<file path="src/rtl/seq_alu.sv">
// Registered execute-stage ALU with valid/ready handshakes on both sides.
// Single-cycle ops complete at the accepting edge; MUL iterates one shift-add step per cycle.
module seq_alu #(
    parameter int WIDTH = 32
) (
    input  logic             clk,
    input  logic             rst_n,
    input  logic             in_valid,
    output logic             in_ready,
    input  logic [WIDTH-1:0] a,
    input  logic [WIDTH-1:0] b,
    input  logic [3:0]       select,
    output logic             out_valid,
    input  logic             out_ready,
    output logic [WIDTH-1:0] alu_out,
    output logic [3:0]       flags,
    output logic             err
);
    localparam int SHW = $clog2(WIDTH);
    localparam int CW  = SHW + 1;

    localparam logic [3:0] OP_ADD = 4'd0;
    localparam logic [3:0] OP_XOR = 4'd1;
    localparam logic [3:0] OP_SUB = 4'd2;
    localparam logic [3:0] OP_NOT = 4'd3;
    localparam logic [3:0] OP_OR  = 4'd4;
    localparam logic [3:0] OP_AND = 4'd5;
    localparam logic [3:0] OP_SLA = 4'd6;
    localparam logic [3:0] OP_SRA = 4'd7;
    localparam logic [3:0] OP_SRL = 4'd8;
    localparam logic [3:0] OP_MUL = 4'd9;
    localparam logic [3:0] OP_SLT = 4'd10;

    typedef enum logic {IDLE, MUL_BUSY} state_t;

    state_t                 state_reg, state_next;
    logic [2*WIDTH-1:0]     mcand_reg, acc_reg;
    logic [WIDTH-1:0]       mplier_reg;
    logic [CW-1:0]          step_reg;

    logic                   accept, load_op, mul_done, out_free;
    logic [SHW-1:0]         sh;
    logic [WIDTH-1:0]       op_res;
    logic                   op_carry, op_ovf, op_err;
    logic [3:0]             op_flags;
    logic [2*WIDTH-1:0]     acc_step, product;
    logic [3:0]             mul_flags;

    // Single-cycle datapath
    always_comb begin
        op_res   = '0;
        op_carry = 1'b0;
        op_ovf   = 1'b0;
        op_err   = 1'b0;
        sh       = b[SHW-1:0];
        case (select)
            OP_ADD: begin
                {op_carry, op_res} = {1'b0, a} + {1'b0, b};
                op_ovf = (a[WIDTH-1] == b[WIDTH-1]) && (op_res[WIDTH-1] != a[WIDTH-1]);
            end
            OP_SUB: begin
                {op_carry, op_res} = {1'b0, a} + {1'b0, ~b} + {{WIDTH{1'b0}}, 1'b1};
                op_ovf = (a[WIDTH-1] != b[WIDTH-1]) && (op_res[WIDTH-1] != a[WIDTH-1]);
            end
            OP_XOR: op_res = a ^ b;
            OP_NOT: op_res = ~a;
            OP_OR:  op_res = a | b;
            OP_AND: op_res = a & b;
            OP_SLA: op_res = a << sh;
            OP_SRA: op_res = $signed(a) >>> sh;
            OP_SRL: op_res = a >> sh;
            OP_SLT: op_res = {{(WIDTH-1){1'b0}}, ($signed(a) < $signed(b))};
            OP_MUL: op_res = '0;
            default: op_err = 1'b1;
        endcase
        op_flags = op_err ? 4'b0000
                          : {op_ovf, op_carry, op_res[WIDTH-1], (op_res == '0)};
    end

    // Last step folds into the product combinationally so the result loads at edge E+WIDTH
    always_comb begin
        acc_step  = acc_reg + (mplier_reg[0] ? mcand_reg : '0);
        product   = (step_reg == CW'(WIDTH)) ? acc_reg : acc_step;
        mul_flags = {1'b0, (product[2*WIDTH-1:WIDTH] != '0), product[WIDTH-1],
                     (product[WIDTH-1:0] == '0)};
    end

    // FSM: state register
    always_ff @(posedge clk or negedge rst_n) begin
        if (!rst_n) state_reg <= IDLE;
        else        state_reg <= state_next;
    end

    // FSM: next state
    always_comb begin
        state_next = state_reg;
        case (state_reg)
            IDLE:     if (accept && select == OP_MUL) state_next = MUL_BUSY;
            MUL_BUSY: if (mul_done) state_next = IDLE;
            default:  state_next = IDLE;
        endcase
    end

    // FSM: outputs
    always_comb begin
        out_free = !out_valid || out_ready;
        in_ready = (state_reg == IDLE) && out_free;
        accept   = in_valid && in_ready;
        load_op  = accept && (select != OP_MUL);
        mul_done = (state_reg == MUL_BUSY) && (step_reg >= CW'(WIDTH - 1)) && out_free;
    end

    // Multiplier: counter saturates at WIDTH while the output register is occupied
    always_ff @(posedge clk or negedge rst_n) begin
        if (!rst_n) begin
            mcand_reg  <= '0;
            mplier_reg <= '0;
            acc_reg    <= '0;
            step_reg   <= '0;
        end else if (accept && select == OP_MUL) begin
            mcand_reg  <= {{WIDTH{1'b0}}, a};
            mplier_reg <= b;
            acc_reg    <= '0;
            step_reg   <= '0;
        end else if (state_reg == MUL_BUSY && step_reg != CW'(WIDTH)) begin
            acc_reg    <= acc_step;
            mcand_reg  <= mcand_reg << 1;
            mplier_reg <= mplier_reg >> 1;
            step_reg   <= step_reg + CW'(1);
        end
    end

    // Output register
    always_ff @(posedge clk or negedge rst_n) begin
        if (!rst_n) begin
            out_valid <= 1'b0;
            alu_out   <= '0;
            flags     <= '0;
            err       <= 1'b0;
        end else if (load_op) begin
            out_valid <= 1'b1;
            alu_out   <= op_res;
            flags     <= op_flags;
            err       <= op_err;
        end else if (mul_done) begin
            out_valid <= 1'b1;
            alu_out   <= product[WIDTH-1:0];
            flags     <= mul_flags;
            err       <= 1'b0;
        end else if (out_ready) begin
            out_valid <= 1'b0;
        end
    end
endmodule

</file>
<file path="config.mk">
export PLATFORM = sky130hd
export DESIGN_NAME = seq_alu
export DESIGN_NICKNAME = d
export VERILOG_FILES = /design/src/rtl/seq_alu.sv
export SDC_FILE = /design/constraint.sdc
export NUM_CORES = 1
export LEC_CHECK = 0
export BUFFER_PORTS_ARGS = -buffer_cell sky130_fd_sc_hd__buf_2
export CAP_MARGIN = 20
export CORE_MARGIN = 5
export CORE_UTILIZATION = 25
export CTS_BUF_LIST = sky130_fd_sc_hd__clkbuf_4 sky130_fd_sc_hd__clkbuf_8 sky130_fd_sc_hd__clkbuf_16
export DETAILED_ROUTE_END_ITERATION = 6
export SKIP_LAST_GASP = 1
export SLEW_MARGIN = 5
export SYNTH_ARGS = -nofsm -noshare
export SYNTH_HDL_FRONTEND = slang
export SYNTH_SLANG_ARGS = --single-unit
</file>
<file path="constraint.sdc">
create_clock -name clk -period 4 [get_ports clk]
set_clock_uncertainty 0.1 [all_clocks]
set_input_delay 1 -clock clk [delete_from_list [all_inputs] [get_ports clk]]
set_output_delay 1 -clock clk [all_outputs]
set_load 0.005 [all_outputs]
</file>
# Yosys cells after proc, flatten, opt, wreduce, memory -nomap -nowiden
# Cells that the tools add are included.
# classes
mux,27
reduce_logical,19
n_shift,3
eq_ne,17
bitwise,6
order_cmp,2
addsub,5
# op_table
op,count
$mux W64,6
$pmux W32 S10,1
$mux W32,4
$add A32 B32 Y33,2
$add A64 B64 Y64,1
$logic_not A32 Y1,2
$not A32 Y32,2
$add A33 B1 Y33 const B,1
$and A32 B32 Y32,1
$lt A32 B32 Y1,1
$or A32 B32 Y32,1
$reduce_bool A32 Y1,1
$shl A32 B5 Y32,1
$shr A32 B5 Y32,1
$sshr A32 B5 Y32,1
$xor A32 B32 Y32,1
$eq A4 B3 Y1 const B,4
$eq A4 B4 Y1 const B,3
$mux W4,3
$mux W6,2
$reduce_or A11 Y1,1
$logic_and A1 B1 Y1,9
$eq A4 B2 Y1 const B,2
$mux W1,8
other kinds (15),20
# totals
ff_bits,205
output_inout_bits,39
inputBits,72
elab_cells,88

# Logic depth before layout (Yosys ltp)
# logic_depth
ltp_word,8
depth_mapped,18

# Worst setup path after synthesis
# No wires, ideal clock.
# synth_path
path_type,input-to-reg
from,input b[1]
to,register flags[0]
setup_ns,0.092
path_stages,18
path_slack_ns,-1.139
required_ns,3.808
n_path_buf,4
arrival_ns,4.947
cell_sequence,buf_2 -> buf_2 -> inv_1 -> buf_2 -> buf_1 -> ha_1 -> or2_0 -> a221oi_1 -> o21ai_1 -> a221o_1 -> a221oi_1 -> nand4_1 -> nor4_2 -> nand4_1 -> nor4_1 -> and3_1 -> nand4_1 -> o31ai_2
# synth_between
elab_chain_cells,7
elab_cells_between_ends,15
classes_between,3 x add/sub; 1 x order compare; 3 x shift; 3 x mux; 4 x bitwise; 1 x reduce/logical
# synth_lines
item,line,rtl
"start, declared",11,"input logic [WIDTH-1:0] b,"
$not A32 Y32,62,"{op_carry, op_res} = {1'b0, a} + {1'b0, ~b} + {{WIDTH{1'b0}}, 1'b1};"
$add A32 B32 Y33,62,
$add A33 B1 Y33,62,
$pmux W32 S10 (*),56,case (select)
$logic_not A32 Y1 (*),77,": {op_ovf, op_carry, op_res[WIDTH-1], (op_res == '0)};"
$mux W4 (*),76,op_flags = op_err ? 4'b0000
$mux W4 (*),140,end else if (load_op) begin
"end signal, assigned",143,flags <= op_flags;
"end signal, assigned",148,flags <= mul_flags;
"end, declared",16,"output logic [3:0] flags,"
# Every way passes the cells marked *; elsewhere a longest branch is shown, timed or not.
# A chain may end at the register's enable or synchronous reset.

# Worst setup path after layout
# layout_path
from,register mplier_reg[0]
to,register flags[2]
# layout_between
elab_chain_cells,6
# layout_lines
item,line,rtl
"start, declared",38,logic [WIDTH-1:0] mplier_reg;
"start signal, assigned",128,mplier_reg <= mplier_reg >> 1;
$mux W64,82,acc_step = acc_reg + (mplier_reg[0] ? mcand_reg : '0);
$add A64 B64 Y64,82,
$mux W64,83,product = (step_reg == CW'(WIDTH)) ? acc_reg : acc_step;
$reduce_bool A32 Y1,84,"mul_flags = {1'b0, (product[2*WIDTH-1:WIDTH] != '0), product[WIDTH-1],"
$mux W4,145,end else if (mul_done) begin
$mux W4,140,
# Every way passes these cells. The select of a mux whose other input is x is not followed.

==> results.sh <==
export IMPL_synth_top_area_share_pct=22.4
export IMPL_cp_arrival_ns=4.65
export IMPL_final_cell_area_mm2=0.0333
export IMPL_synthCells=2839
export IMPL_period_minus_slack_ns=4.31
export IMPL_final_cell_mix="buf_4, nand2_1, nor2_1"
export IMPL_synth_seq_cells=205
export IMPL_dp_cells=4798
export IMPL_coreArea_mm2=0.0912
export IMPL_reg2reg_depth=20
export IMPL_worst_r2r_endpoint="flags[2]$_DFFE_PN0P_"
export IMPL_finalHoldViolations=0
export IMPL_critPathCaptureType="flop"
export IMPL_top_layer="met5"
export IMPL_drtIter0Drc=3073
export IMPL_drc=17
export IMPL_post_route_util_pct=36.5
export IMPL_yosysSeqAreaShare_pct=22.4
export IMPL_max_slew_margin_pct=27.6
export IMPL_cts_buffer_depth=3
export IMPL_post_dp_cell_area_mm2=0.0312
export IMPL_timing_fmax_mhz=232
export IMPL_cts_root_buffer="clkbuf_16"
export IMPL_grt_pass1_wl_um=169000
export IMPL_wl_um=115000
export IMPL_grt_total_usage_pct=22.2
export IMPL_vias=27200
export IMPL_synth_top_area_cell="dfrtp_1"
export IMPL_finalMaxSlewViolations=0
export IMPL_grt_pass1_vias=26100
export IMPL_async_reset_ff_share_pct=100
export IMPL_syn_nets=3079
export IMPL_r2r_slack_ns=-0.31
export IMPL_vias_per_cell=5.60
export IMPL_ys_warnings_count=0
export IMPL_worst_setup_path_type="flop to flop"
export IMPL_worst_pin_slew_ns=1.08
export IMPL_firstDrtPassIters=7
export IMPL_startpoint_type="flop"
export IMPL_clkLatencyLatePin_ns=0.57
export IMPL_dp_hpwl_um=90400
export IMPL_setup_ws_ns=-0.305
export IMPL_hold_ws_ns=0.324
export IMPL_grt_max_degree=116
export IMPL_numCtsBuffers=24
export IMPL_wl_met1_um=49200
export IMPL_syn_cell_area_mm2=0.0229
export IMPL_clkTransAtPathRegs_ns=0.06
export IMPL_cts_sinks=205
export IMPL_synth_top_cells_by_area="dfrtp_1, ha_1, mux4_2, nand2_1, a21oi_1"
export IMPL_synth_edf_count=0
export IMPL_cap_violations=0
export IMPL_rsz0062_at_grt="true"
export IMPL_powerDensity_mw_per_mm2=416
export IMPL_r2r_start="mplier_reg[0]$_DFFE_PN0P_"
export IMPL_ios=111
export IMPL_gp_congestion=1.06
export IMPL_required_ns=4.35
export IMPL_status="finished, violations left"
export IMPL_wl_met3_um=10200
export IMPL_instances_no_fill=4867
export IMPL_final_common_cell="buf_4"
export IMPL_cts_tree="built"
export IMPL_hold_buffers=0
export IMPL_ant_nets=0
export IMPL_cts_htree_levels=1
export IMPL_peakVddDrop_v=0.000376
export IMPL_antenna_found_initial=5
export IMPL_drive_gt1_share_pct=37.3
export IMPL_overflow=0
export IMPL_start_util_pct=25.1
export IMPL_wl_per_cell_um=23.5
export IMPL_syn_avg_cell_area_um2=8.05
export IMPL_violations="DRC, setup timing"
export IMPL_dieArea_mm2=0.0976
export IMPL_wl_met2_um=49600
export IMPL_synth_cell_type_count=96
export IMPL_fp_row_count=111
export IMPL_period_share_pct=108
export IMPL_synth_ff_type="dfrtp_1"
export IMPL_min_path_type="input pin to async pin"
export IMPL_p_leak_nw=15.6
export IMPL_die_height_um=312
export IMPL_nNetsFinal=3901
export IMPL_die_w_um=312
export IMPL_syn_to_final_growth_pct=45.5
export IMPL_setup_violations=3
export IMPL_numPortBuffers=110
export IMPL_path_max_fanout=10
-- how the worst max path moves through the flow --
| stage | start | end | slack [ns] |
|---|---|---|---|
| finish | mplier_reg[0]$_DFFE_PN0P_ | flags[2]$_DFFE_PN0P_ | -0.31 |
| global route | mplier_reg[0]$_DFFE_PN0P_ | flags[2]$_DFFE_PN0P_ | -0.47 |
| CTS | mplier_reg[0]$_DFFE_PN0P_ | flags[2]$_DFFE_PN0P_ | -0.28 |
| detailed placement | b[0] | flags[0]$_DFFE_PN0P_ | -0.92 |
| global placement | b[0] | flags[0]$_DFFE_PN0P_ | -1.0 |
| floorplan | b[1] | flags[0]$_DFFE_PN0P_ | -0.36 |
-- kinds of logic after synthesis --
family | Yosys count | share of synthesized area [%]
fa+ha+maj | 168 | 9.29
flops | 205 | 22.4
mux | 164 | 11.6
simple gates | 968 | 20.0
xor+xnor | 63 | 2.41
buf+inv | 341 | 6.00
compound gates | 930 | 28.3
-- final cells by class --
class / count / area (um2)
antenna: 2 / 5.00
clock buffer: 32 / 692
clock inverter: 12 / 141
fill: 9293 / 58000
inverter: 114 / 440
multi-input combinational: 2293 / 17500
sequential: 205 / 5130
tap: 1186 / 1480
timing repair buffer: 1023 / 7840
-- per-stage QoR --
step / power [mW] / worst slack (ns) / TNS, ns
2_1_floorplan: 7.05 / -0.361 / -0.555
3_3_place_gp: 10.8 / -1.00 / -8.99
3_5_place_dp: 10.9 / -0.918 / -9.15
4_1_cts: 13.5 / -0.278 / -0.371
5_1_grt: 14.6 / -0.465 / -0.940
6_report: 13.8 / -0.305 / -0.504
-- critical path, cell delays in order (launching register included) --
cell and delay, ns:
dfrtp_2 0.47, buf_12 0.17, clkbuf_16 0.16, and2_4 0.14
ha_4 0.26, nand4_1 0.16, nor3_2 0.22, buf_4 0.16
nand2_1 0.05, o41a_1 0.43, buf_6 0.14, buf_4 0.14
a41o_1 0.18, o311a_1 0.14, a211oi_2 0.22, nand4_1 0.15
nor4_2 0.31, nand4_1 0.19, nor4_2 0.18, buf_4 0.15
a21oi_2 0.06
-- report_power, final --
part / switching, mW / leakage (nW) / total [mW] / internal, mW
clock: 1.01 / 0.410 / 2.37 / 1.36
combinational: 4.29 / 12.5 / 7.91 / 3.63
sequential: 0.742 / 2.72 / 3.56 / 2.82
-- timing repair --
| action | 4_1_cts | 5_1_grt |
|---|---|---|
| setup endpoints to repair | 4 | 17 |
| setup buffers | 4 | 15 |
| cloned | 2 | 2 |
| pin swaps | 21 | 57 |
| endpoints found under the hold margin | 0 | 0 |
| resized for setup | 57 | 124 |
-- synth_stat cells, types with 26 or more instances --
master / n
nor3_1: 58
nand4_1: 38
a31oi_1: 45
o22ai_1: 26
nand3_1: 43
a22oi_1: 51
nand2b_1: 31
mux2i_1: 70
mux4_2: 78
inv_1: 107
o21ai_0: 146
a221oi_1: 28
a21oi_1: 175
o21ai_1: 35
ha_1: 165
a22o_1: 81
xnor2_1: 31
nor4_1: 35
nand2_1: 351
dfrtp_1: 205
a21o_1: 48
xor2_1: 32
nor2_1: 232
a211oi_1: 39
o221ai_1: 30
and2_1: 75
clkbuf_1: 178
-- metal layers --
layer	vias to the layer above	track usage (%)
li1	12300	-
met1	13400	31.1
met2	1347	34.3
met3	264	3.88
met4	2	8.35
met5	-	0
Power figures use the tool's default switching activity.
